$ cat src/rtl/div_unit_pkg.sv
// Shared widths, constants, state encoding and helpers for the divide unit.
package div_unit_pkg;

  localparam int WORD_W  = 32;
  localparam int DWORD_W = 64;

  localparam logic [WORD_W-1:0]  ZERO_WORD  = '0;
  localparam logic [DWORD_W-1:0] ZERO_DWORD = '0;

  typedef enum logic [1:0] {
    ST_IDLE = 2'd0,
    ST_CALC = 2'd1,
    ST_DONE = 2'd2
  } div_state_t;

  // Magnitude of an operand: two's-complement absolute value for signed
  // operations, the raw bits otherwise. 0x80000000 maps to itself, which is
  // the correct unsigned magnitude.
  function automatic logic [WORD_W-1:0] abs_word(input logic [WORD_W-1:0] value,
                                                 input logic               is_signed);
    return (is_signed && value[WORD_W-1]) ? (ZERO_WORD - value) : value;
  endfunction

endpackage

$ cat src/rtl/div_step.sv
// One restoring-division step: trial-subtract the divisor from the shifted
// partial remainder and keep the difference only when it does not borrow.
module div_step
  import div_unit_pkg::*;
(
  input  logic [WORD_W:0]   partial,
  input  logic [WORD_W-1:0] divisor,
  output logic [WORD_W-1:0] rem_next,
  output logic              q_bit
);

  logic [WORD_W+1:0] diff;
  logic              diff_unused;

  // The partial remainder is 33 bits, so the subtraction carries an extra
  // borrow bit; a surviving difference is always below the divisor and fits
  // in 32 bits, leaving bit 32 of the difference unused.
  always_comb begin
    diff     = {1'b0, partial} - {2'b00, divisor};
    q_bit    = ~diff[WORD_W+1];
    rem_next = q_bit ? diff[WORD_W-1:0] : partial[WORD_W-1:0];
  end

  assign diff_unused = diff[WORD_W];

endmodule

$ cat src/rtl/div_unit.sv
// Iterative 32-bit signed/unsigned divider with a fixed 33-cycle latency.
// result = {remainder, quotient}, feeding the HI/LO registers directly.
module div_unit
  import div_unit_pkg::*;
(
  input  logic               clk,
  input  logic               rst,
  input  logic               start,
  input  logic               signed_op,
  input  logic               cancel,
  input  logic [WORD_W-1:0]  dividend,
  input  logic [WORD_W-1:0]  divisor,
  output logic               busy,
  output logic               done,
  output logic [DWORD_W-1:0] result
);

  div_state_t        state;
  logic [4:0]        count;
  logic [WORD_W-1:0] rem_q;
  logic [WORD_W-1:0] quo_q;
  logic [WORD_W-1:0] dvs_mag_q;
  logic              dvd_neg_q;
  logic              dvs_neg_q;
  logic              sgn_q;
  logic              dvz_q;

  logic [WORD_W:0]   step_partial;
  logic [WORD_W-1:0] step_rem;
  logic              step_bit;
  logic [WORD_W-1:0] quo_final;
  logic [WORD_W-1:0] quo_fix;
  logic [WORD_W-1:0] rem_fix;

  // The quotient register starts out holding the dividend magnitude; its MSB
  // is shifted into the partial remainder each step while quotient bits
  // enter at the bottom.
  assign step_partial = {rem_q, quo_q[WORD_W-1]};

  div_step u_step (
    .partial  (step_partial),
    .divisor  (dvs_mag_q),
    .rem_next (step_rem),
    .q_bit    (step_bit)
  );

  // Sign correction for the final step; divide-by-zero forces an all-ones
  // quotient while the remainder correction restores the raw dividend.
  always_comb begin
    quo_final = {quo_q[WORD_W-2:0], step_bit};
    if (dvz_q) begin
      quo_fix = '1;
    end else if (sgn_q && (dvd_neg_q ^ dvs_neg_q)) begin
      quo_fix = ZERO_WORD - quo_final;
    end else begin
      quo_fix = quo_final;
    end
    rem_fix = (sgn_q && dvd_neg_q) ? (ZERO_WORD - step_rem) : step_rem;
  end

  // Control FSM and datapath registers; reset beats cancel, cancel beats start.
  always_ff @(posedge clk) begin
    if (rst) begin
      state     <= ST_IDLE;
      count     <= 5'd0;
      busy      <= 1'b0;
      done      <= 1'b0;
      result    <= ZERO_DWORD;
      rem_q     <= ZERO_WORD;
      quo_q     <= ZERO_WORD;
      dvs_mag_q <= ZERO_WORD;
      dvd_neg_q <= 1'b0;
      dvs_neg_q <= 1'b0;
      sgn_q     <= 1'b0;
      dvz_q     <= 1'b0;
    end else if (cancel) begin
      state <= ST_IDLE;
      count <= 5'd0;
      busy  <= 1'b0;
      done  <= 1'b0;
    end else begin
      case (state)
        ST_IDLE: begin
          done <= 1'b0;
          if (start) begin
            state     <= ST_CALC;
            busy      <= 1'b1;
            count     <= 5'd0;
            rem_q     <= ZERO_WORD;
            quo_q     <= abs_word(dividend, signed_op);
            dvs_mag_q <= abs_word(divisor, signed_op);
            dvd_neg_q <= signed_op & dividend[WORD_W-1];
            dvs_neg_q <= signed_op & divisor[WORD_W-1];
            sgn_q     <= signed_op;
            dvz_q     <= (divisor == ZERO_WORD);
          end
        end
        ST_CALC: begin
          rem_q <= step_rem;
          quo_q <= quo_final;
          count <= count + 5'd1;
          if (count == 5'd31) begin
            state  <= ST_DONE;
            done   <= 1'b1;
            result <= {rem_fix, quo_fix};
          end
        end
        ST_DONE: begin
          state <= ST_IDLE;
          busy  <= 1'b0;
          done  <= 1'b0;
        end
        default: begin
          state <= ST_IDLE;
          busy  <= 1'b0;
          done  <= 1'b0;
        end
      endcase
    end
  end

endmodule

$ cat config.mk
export PLATFORM = sky130hd
export DESIGN_NAME = div_unit
export DESIGN_NICKNAME = d
export VERILOG_FILES = /design/src/rtl/div_unit_pkg.sv /design/src/rtl/div_step.sv /design/src/rtl/div_unit.sv
export SDC_FILE = /design/constraint.sdc
export NUM_CORES = 1
export LEC_CHECK = 0
export BUFFER_PORTS_ARGS = -buffer_cell sky130_fd_sc_hd__buf_4
export CORE_MARGIN = 2
export CORE_UTILIZATION = 40
export DETAILED_ROUTE_END_ITERATION = 10
export GPL_ROUTABILITY_DRIVEN = 0
export SLEW_MARGIN = 20
export SYNTH_ARGS = -nofsm -noshare
export SYNTH_HDL_FRONTEND = slang
export SYNTH_SLANG_ARGS = --single-unit
export TNS_END_PERCENT = 5
$ cat constraint.sdc
create_clock -name clk -period 10.5 [get_ports clk]
set_input_delay 0 -clock clk [delete_from_list [all_inputs] [get_ports clk]]
set_output_delay 0 -clock clk [all_outputs]
set_load 0.02 [all_outputs]
[After elaboration in Yosys (flattened, before gate mapping)]
Cells that the tools add are included.
Storage, ports and cells
  bits in registers: 173
  latch bits: 0
  memory bits (writable): 0
  memory bits (read-only): 0
  input port bits: 69
  output and inout bits: 66
  logic and storage cells: 60
  memories kept: 0
Cells by class
  $add $sub $neg: 6
  multipliers: 0
  divide/modulo/power cells: 0
  magnitude comparators: 0
  equality and inequality tests: 4
  shift operators: 0
  mux-type cells: 17
  bitwise gates (word level): 6
  reduce and logical (&&, ||, !) cells: 15
Operators by type and width (count)
  $mux 32: 8
  $pmux 32 s2: 2
  $sub 1x32->32 const A: 4
  $sub 33x32->34: 1
  $logic_not 32->1: 1
  $pmux 5 s2: 1
  $reduce_and 3->1: 3
  $reduce_and 2->1: 3
  $add 5x1->5 const B: 1
  $eq 5x5->1 const B: 1
  $mux 5: 1
  $logic_and 1x1->1: 4
  $mux 2: 2
  $ne 2x2->1 const B: 2
  $pmux 2 s2: 1
  $not 1->1: 3
  $reduce_or 3->1: 1
  $and 1x1->1: 2
  $eq 2x1->1 const B: 1
  $logic_not 2->1: 1
  $pmux 1 s2: 1
  $reduce_bool 2->1: 1
  $reduce_or 2->1: 1
  $mux 1: 1
  $xor 1x1->1: 1

[Logic depth before layout (Yosys ltp)]
Gate-level depths: netlist of the first run.
  depth after elaboration: 5
  depth in mapped cells: 24
  gate-level depth less buffers: 19

[Cells and area by module]
Synthesis of the first run repeated with hierarchy kept, for this count alone.
Second synthesis, totals
  cell total of the unflattened synthesis: 1490
  area total of the unflattened synthesis: 11583.6 µm²
Modules (own cells, without submodules)
  div_unit: times used 1, cells each 1118, area each 9210.1 µm², sequential area each 3463.3 µm²
  div_step: times used 1, cells each 372, area each 2373.5 µm², sequential area each 0.0 µm²

[Worst setup path after synthesis of the first run]
OpenSTA, ideal clock, no wires.
  kind: register -> register
  start: register rem_q[17]
  end: register result[58]
  library setup time: 0.074 ns
  data arrival time: 4.330 ns
  data required time: 10.426 ns
  path slack: 6.096 ns
  stages on the path, launching flop included: 24
  buffers on the path: 5
  clock period less this slack: 4.404 ns
  cells stage by stage: dfxtp_1 -> ha_1 -> buf_6 -> a21oi_2 -> o21ai_0 -> and2_1 -> a2111oi_4 -> nand2_2 -> buf_6 -> buf_2 -> buf_2 -> buf_2 -> nor2_1 -> a21oi_1 -> inv_1 -> ha_1 -> nand2_1 -> nor4bb_1 -> nand4_1 -> a21boi_4 -> and4b_1 -> and3b_1 -> nand3_1 -> a31oi_1
Between the ends
  cells in the longest elaborated chain, start to end: 4
Ends and longest elaborated chain
  start, declared: RTL line div_unit.sv:20  | logic [WORD_W-1:0] rem_q;
  start signal, assigned: RTL line div_unit.sv:99  | rem_q <= step_rem;
  $sub 33x32->34: RTL line div_step.sv:19  | diff = {1'b0, partial} - {2'b00, divisor};
  $mux 32 (*): RTL line div_step.sv:21  | rem_next = q_bit ? diff[WORD_W-1:0] : partial[WORD_W-1:0];
  $sub 1x32->32: RTL line div_unit.sv:58  | rem_fix = (sgn_q && dvd_neg_q) ? (ZERO_WORD - step_rem) : step_rem;
  $mux 32 (*): RTL line div_unit.sv:58
  end signal, assigned: RTL line div_unit.sv:105  | result <= {rem_fix, quo_fix};
  end, declared: RTL line div_unit.sv:15  | output logic [DWORD_W-1:0] result
Mark *: on every way between the ends. The rest lies on a longest branch, timed or not.
A chain may end at the register's enable or synchronous reset.

[Worst setup path in the final report of the first run]
  start: register rem_q[19]
  end: register result[58]
Same word-level chain as after synthesis.

==> results of run 1 <==
## worst max-delay path, cell delays in order (launching register included)
cell       delay [ns]
dfxtp_1          0.35
ha_1             0.41
a21oi_1          0.24
o21ai_0          0.22
and2_1           0.25
a2111oi_4        0.59
nand2_2          0.34
mux2i_1          0.32
ha_1             0.26
nand2_1          0.09
nor4bb_1         0.41
nand4_1          0.22
a21boi_4         0.31
and4b_1          0.33
and3b_1          0.20
nand3_1          0.08
a31oi_1          0.19
## placed cells by master (no fill, tap or decap), types with 20 or more instances in the layout
master,netlist,final
a211oi_1,72,72
or3_1,21,21
o21ai_0,104,104
xnor2_1,70,70
xor2_1,57,57
o31ai_1,20,20
ha_1,38,38
buf_4,1,142
dfxtp_1,173,173
a21oi_1,136,136
mux2i_1,20,20
nor2_1,196,195
nor3_1,43,43
nand3_1,20,20
inv_1,55,55
dlygate4sd3_1,0,39
nand2_1,149,149
## power breakdown
group,switching (mW),internal [mW]
Sequential,0.0228,0.673
Clock,0.323,0.372
Combinational,0.221,0.142
Total,0.567,1.19
## how the worst max path moves through the flow
stage	from	to	slack (ns)	depth (start not counted)
2_1_floorplan	rem_q[17]	result[58]	6.10	23
5_1_grt	rem_q[17]	result[60]	5.29	16
3_5_place_dp	dvs_mag_q[23]	result[58]	5.79	17
6_report	rem_q[19]	result[58]	5.63	16
4_1_cts	dvs_mag_q[23]	result[58]	5.75	17
3_3_place_gp	dvs_mag_q[23]	result[58]	5.93	17
## layer usage
layer,wire [µm],vias up
met4,964,0
met5,0,-
met1,18200,5255
li1,-,5710
met2,15300,384
met3,2210,55
## cell families after synthesis
group / count (synthesis)
simple gates: 540
compound gates: 472
flops: 173
buf+inv: 149
xor+xnor: 127
fa+ha+maj: 39
mux: 25
## area by class of cell
class / instances / area [µm²] / area share, %
Timing Repair Buffer: 181 / 1460 / 10.6
Multi-Input combinational cell: 1203 / 7520 / 54.6
Sequential cell: 173 / 3460 / 25.2
Clock inverter: 14 / 198 / 1.44
Inverter: 55 / 206 / 1.50
Clock buffer: 18 / 439 / 3.19
Tap cell: 384 / 480 / 3.49
## state kept, by name, indices dropped and copies added (netlist names)
name and cells:
result 64, dvs_mag_q 32, quo_q 32, rem_q 32, count 5, state 2, busy 1, done 1
dvd_neg_q 1, dvs_neg_q 1, dvz_q 1, sgn_q 1
==> impl_metrics.yaml, run 1 <==
yosys:
  synth_common_cells: "nor2_1 (196), dfxtp_1 (173), nand2_1 (149)"
  yosysMostFrequentCell: "nor2_1"
  yosysTopAreaCell: "dfxtp_1"
  synth_cell_types: 87
  synth-edff-count: 0
  synthCells: 1525
  post_synth_xor_area_fraction_pct: 9.63
  synthSimpleGateAreaFrac_pct: 22.0
  synth_top_family_by_area: "compound AO/OA/AOI/OAI gates"
  synth-compound-area-share_pct: 26.8
  synthTopCellsByArea: "dfxtp_1 (30%), nor2_1 (6.4%), a21oi_1 (5.9%)"
  ys_seq_area_share_pct: 30.0
  avgSynthCellArea_um2: 7.58
  synth_adder_area_share_pct: 4.29
  ys.warnings.count: 0
  synth_area_um2: 11600
  synth_top_area_share_pct: 30.0
  yosys-mux-area-fraction_pct: 2.25
  synth-seq-cells: 173
  synthFlopType: "dfxtp_1"
  async_reset_ff_share_pct: 0
  syn_nets: 1633
layout:
  design_area_um2: 13800
  num-nets-final: 1739
  post-route-util_pct: 48.2
  antennaDiodeCount: 0
  area_growth_pct: 19.2
  nFillCells: 2922
  drive_gt1_share_pct: 13.2
  instances_no_fill: 2028
setup_path:
  cp.required_ns: 10.87
  reg2reg_from: "rem_q[19]"
  start_kind: "register"
  reg2regPathDepth: 16
  crit_type: "register to register"
  setup.worst_path.end_class: "register"
  cp_max_fo: 15
  arrival_ns: 5.25
  r2r-end: "result[58]"
  r2r_slack_ns: 5.63
power_and_ir_drop:
  finalPower_mw: 1.76
  ir_worst_vdd_mv: 0.110
  leakage_nw: 5.37
  powerDensity_nw_per_um2: 128
die:
  core_um2: 28500
  fp.dieW_um: 174
  fp.dieH_um: 174
  row_count: 62
  top_level_ports: 135
  die_area_um2: 30300
  initial_core_util_pct: 40.5
cts:
  cts_setup_buffers: 0
  clk_pin_slew_ns: 0.08
  tritoncts: "built"
  clk_latency_ns: 0.46
  cts_hold_buf: 39
  clk_path_buf_depth: 2
  cts.sinks: 173
  cts_buffers: 17
  ctsHtreeMaxLevel: 4
  ctsRootBufferMaster: "clkbuf_16"
  post_cts_resized: 0
sta:
  min_period_ns: 4.87
  worst-slew-pin-transition_ns: 0.978
  rsz0062_at_grt: "no"
  slew-limit-headroom_pct: 34.6
  finalSetupViolCount: 0
  post-route-period-util_pct: 46.4
  tns_ns: 0
  skew_ns: 0.0181
  slew_violations: 0
  max_freq_mhz: 205
  whs_ns: 0.0127
  fin_ws_ns: 5.63
  hold_viol: 0
global_route:
  grt_max_degree: 85
  met2_usage_pct: 35.0
  grt_pass1_wl_mm: 57.8
  gr-usage-met1_pct: 35.7
  grt_use_total_pct: 24.0
  grt_busiest_layer: "met1"
  antenna_found_initial: 1
  grt_overflow_total: 0
  grt_pass1_vias: 10525
  met3_usage_pct: 3.41
placed_design:
  dp.final_hpwl_mm: 27.5
  dp_cells: 1957
  pre_cts_ws_ns: 5.79
  port_buffers: 134
  dpl_cell_area_um2: 12700
routing:
  avgRoutedWirePerCell_um: 18.1
  wl_mm: 36.7
  antenna_left: 0
  viasPerCell: 5.62
  dr.pass1.iters: 5
  dr.first_iter.drc_count: 809
  drc: 0
  vias: 11404
worst_hold_path:
  min_from: "dividend[22]"
  hold_path_depth: 5
  hp-class: "input port to register"
  min_to: "quo_q[22]"
flow_run:
  max_cap_violations: 0
status:
  status: "finished, final reports clean"
Note: power is estimated with default switching activity, not from simulation.
==> inputs of run 2 (changes only) <==
- clock period: 10.5 -> 4.6 ns (I/O delays scaled with it)
==> run 2 against run 1 <==
Final area shrank 0.20%. Sequential share of layout area rose by 0.050 points. Clock skew about the same. Worst hold slack got worse by 0.0025 ns. Wire length is 0.62% higher. Die area stayed put. Critical endpoint is now result[55]. Largest cell class unchanged. Highest routed layer unchanged.
==> impl_metrics.yaml, run 2 (synthesized netlist as in run 1, its figures left out) <==
cts:
  clk_path_buf_depth: 2
  clk_pin_slew_ns: 0.08
  cts_buffers: 17
  tritoncts: "built"
  cts.sinks: 173
  clk_latency_ns: 0.44
  ctsHtreeMaxLevel: 4
  ctsRootBufferMaster: "clkbuf_16"
flow_run:
  max_cap_violations: 0
setup_path:
  start_kind: "register"
  path_buf_inv: 1
  crit_family: "compound AO/OA/AOI/OAI gates"
  crit_path_max_incr_delay_ns: 0.54
  crit_slowest_cell: "o41ai_4"
  crit_chain: "ha_1 > inv_1 > fa_1 > a211oi_1 > o21ai_0 > a21oi_1 > o21bai_1 > xor2_1 > o41ai_4 > and3_1 > and4b_1 > nor2_1 > and3_1 > a311o_1"
  arrival_ns: 4.72
  crit_top_cell: "and3_1"
  cp.required_ns: 4.93
  cp_max_fo: 7
  setup.worst_path.end_class: "register"
  crit_type: "register to register"
layout:
  final_common_cell: "nor2_1"
  layout_common_cells: "nor2_1 (195), dfxtp_1 (173), buf_4 (161)"
  num-nets-final: 1747
  largest_register_ffs: 64
  instances_no_fill: 2036
  regMostFlops: "result"
  antennaDiodeCount: 0
  drive_gt1_share_pct: 14.5
  area_growth_pct: 18.9
global_route:
  grt_max_degree: 70
  grt_pass1_vias: 10557
  grt_overflow_total: 0
  antenna_found_initial: 0
  grt_pass1_wl_mm: 58.6
  grt_use_total_pct: 24.1
routing:
  wl_mm: 37.0
  antenna_left: 0
  dr.pass1.iters: 5
  avgRoutedWirePerCell_um: 18.1
  vias: 11564
  dr.first_iter.drc_count: 1156
  viasPerCell: 5.68
  drc: 0
die:
  initial_core_util_pct: 40.5
  fp.dieH_um: 174
  row_count: 62
  core_um2: 28500
  die_area_um2: 30300
  top_level_ports: 135
  fp.dieW_um: 174
sta:
  max_freq_mhz: 228
  skew_ns: 0.0181
  slew_violations: 0
  hold_viol: 0
  post-route-period-util_pct: 95.3
  min_period_ns: 4.39
  finalSetupViolCount: 0
  worst-slew-pin-transition_ns: 1.00
  fin_ws_ns: 0.214
  slew-limit-headroom_pct: 32.9
power_and_ir_drop:
  powerDensity_nw_per_um2: 281
  leakage_nw: 5.36
  ir_worst_vdd_mv: 0.235
placed_design:
  dp_cells: 1973
  dp.final_hpwl_mm: 28.1
  pre_cts_ws_ns: 0.163
  port_buffers: 134
status:
  status: "finished, final reports clean"
worst_hold_path:
  hp-class: "input port to register"
## run 2: cell types whose count changed in the layout (fill, tap and decap cells not counted), moves of 2 or more
cell,delta
buf_4,+19
bufinv_16,-2
clkinv_2,+2
clkinv_8,-3
dlygate4sd3_1,-11
inv_6,+2
inv_8,-2
## run 2: area by class of cell
type	instances	area, µm²
fill	2876	14800
multi-input combinational	1203	7540
sequential	173	3460
timing repair buffer	189	1490
tap	384	480
clock buffer	20	457
inverter	55	206
clock inverter	12	101
## run 2: through the flow
step | hold slack [ns] | power [mW] | cell area [µm²] | setup TNS, ns | util, %
2_1_floorplan | 0.136 | 2.18 | 11600 | 0 | -
3_3_place_gp | 0.280 | 2.43 | 12900 | 0 | 45.0
3_5_place_dp | 0.287 | 2.43 | 12900 | 0 | 45.0
4_1_cts | 0.00237 | 3.85 | 13700 | 0 | 48.0
5_1_grt | 0.0230 | 4.03 | 13700 | -0.0186 | 48.1
6_report | 0.0102 | 3.86 | 13700 | 0 | 48.1
## run 2: path summary, 6_finish.rpt
| kind | start | to | slack, ns | depth (start not counted) |
|---|---|---|---|---|
| worst min-delay path | divisor[2] | dvs_mag_q[2] | 0.01 | 3 |
| worst min register to register | result[51] | result[51] | 0.45 | 2 |
| worst max register to register | dvs_mag_q[0] | result[55] | 0.21 | 14 |
| worst max-delay path | dvs_mag_q[0] | result[55] | 0.21 | 14 |
## run 2: repair_timing
action,in CTS,in global routing
setup endpoints to repair,0,11
resized for setup,0,4
hold buffers,28,0
endpoints found under the hold margin,29,0
setup buffers,0,3
## run 2: where the power goes
part	switching, mW	internal [mW]
clock network	0.677	0.736
registers	0.0517	1.54
logic	0.521	0.334
## run 2: per-layer routing
| layer | vias to the layer above | GRT usage (%) | routed length, µm | share of wire (%) |
|---|---|---|---|---|
| li1 | 5737 | - | - | - |
| met1 | 5399 | 36.5 | 18700 | 51 |
| met2 | 393 | 35.5 | 15300 | 41 |
| met3 | 35 | 3.19 | 2250 | 6.1 |
| met4 | 0 | 7.14 | 743 | 2.0 |
| met5 | - | 0 | 0 | 0 |
## run 2: tightest hold or removal path: stages
cell and delay [ns]:
buf_4 0.09, xnor2_1 0.21, a211oi_1 0.10
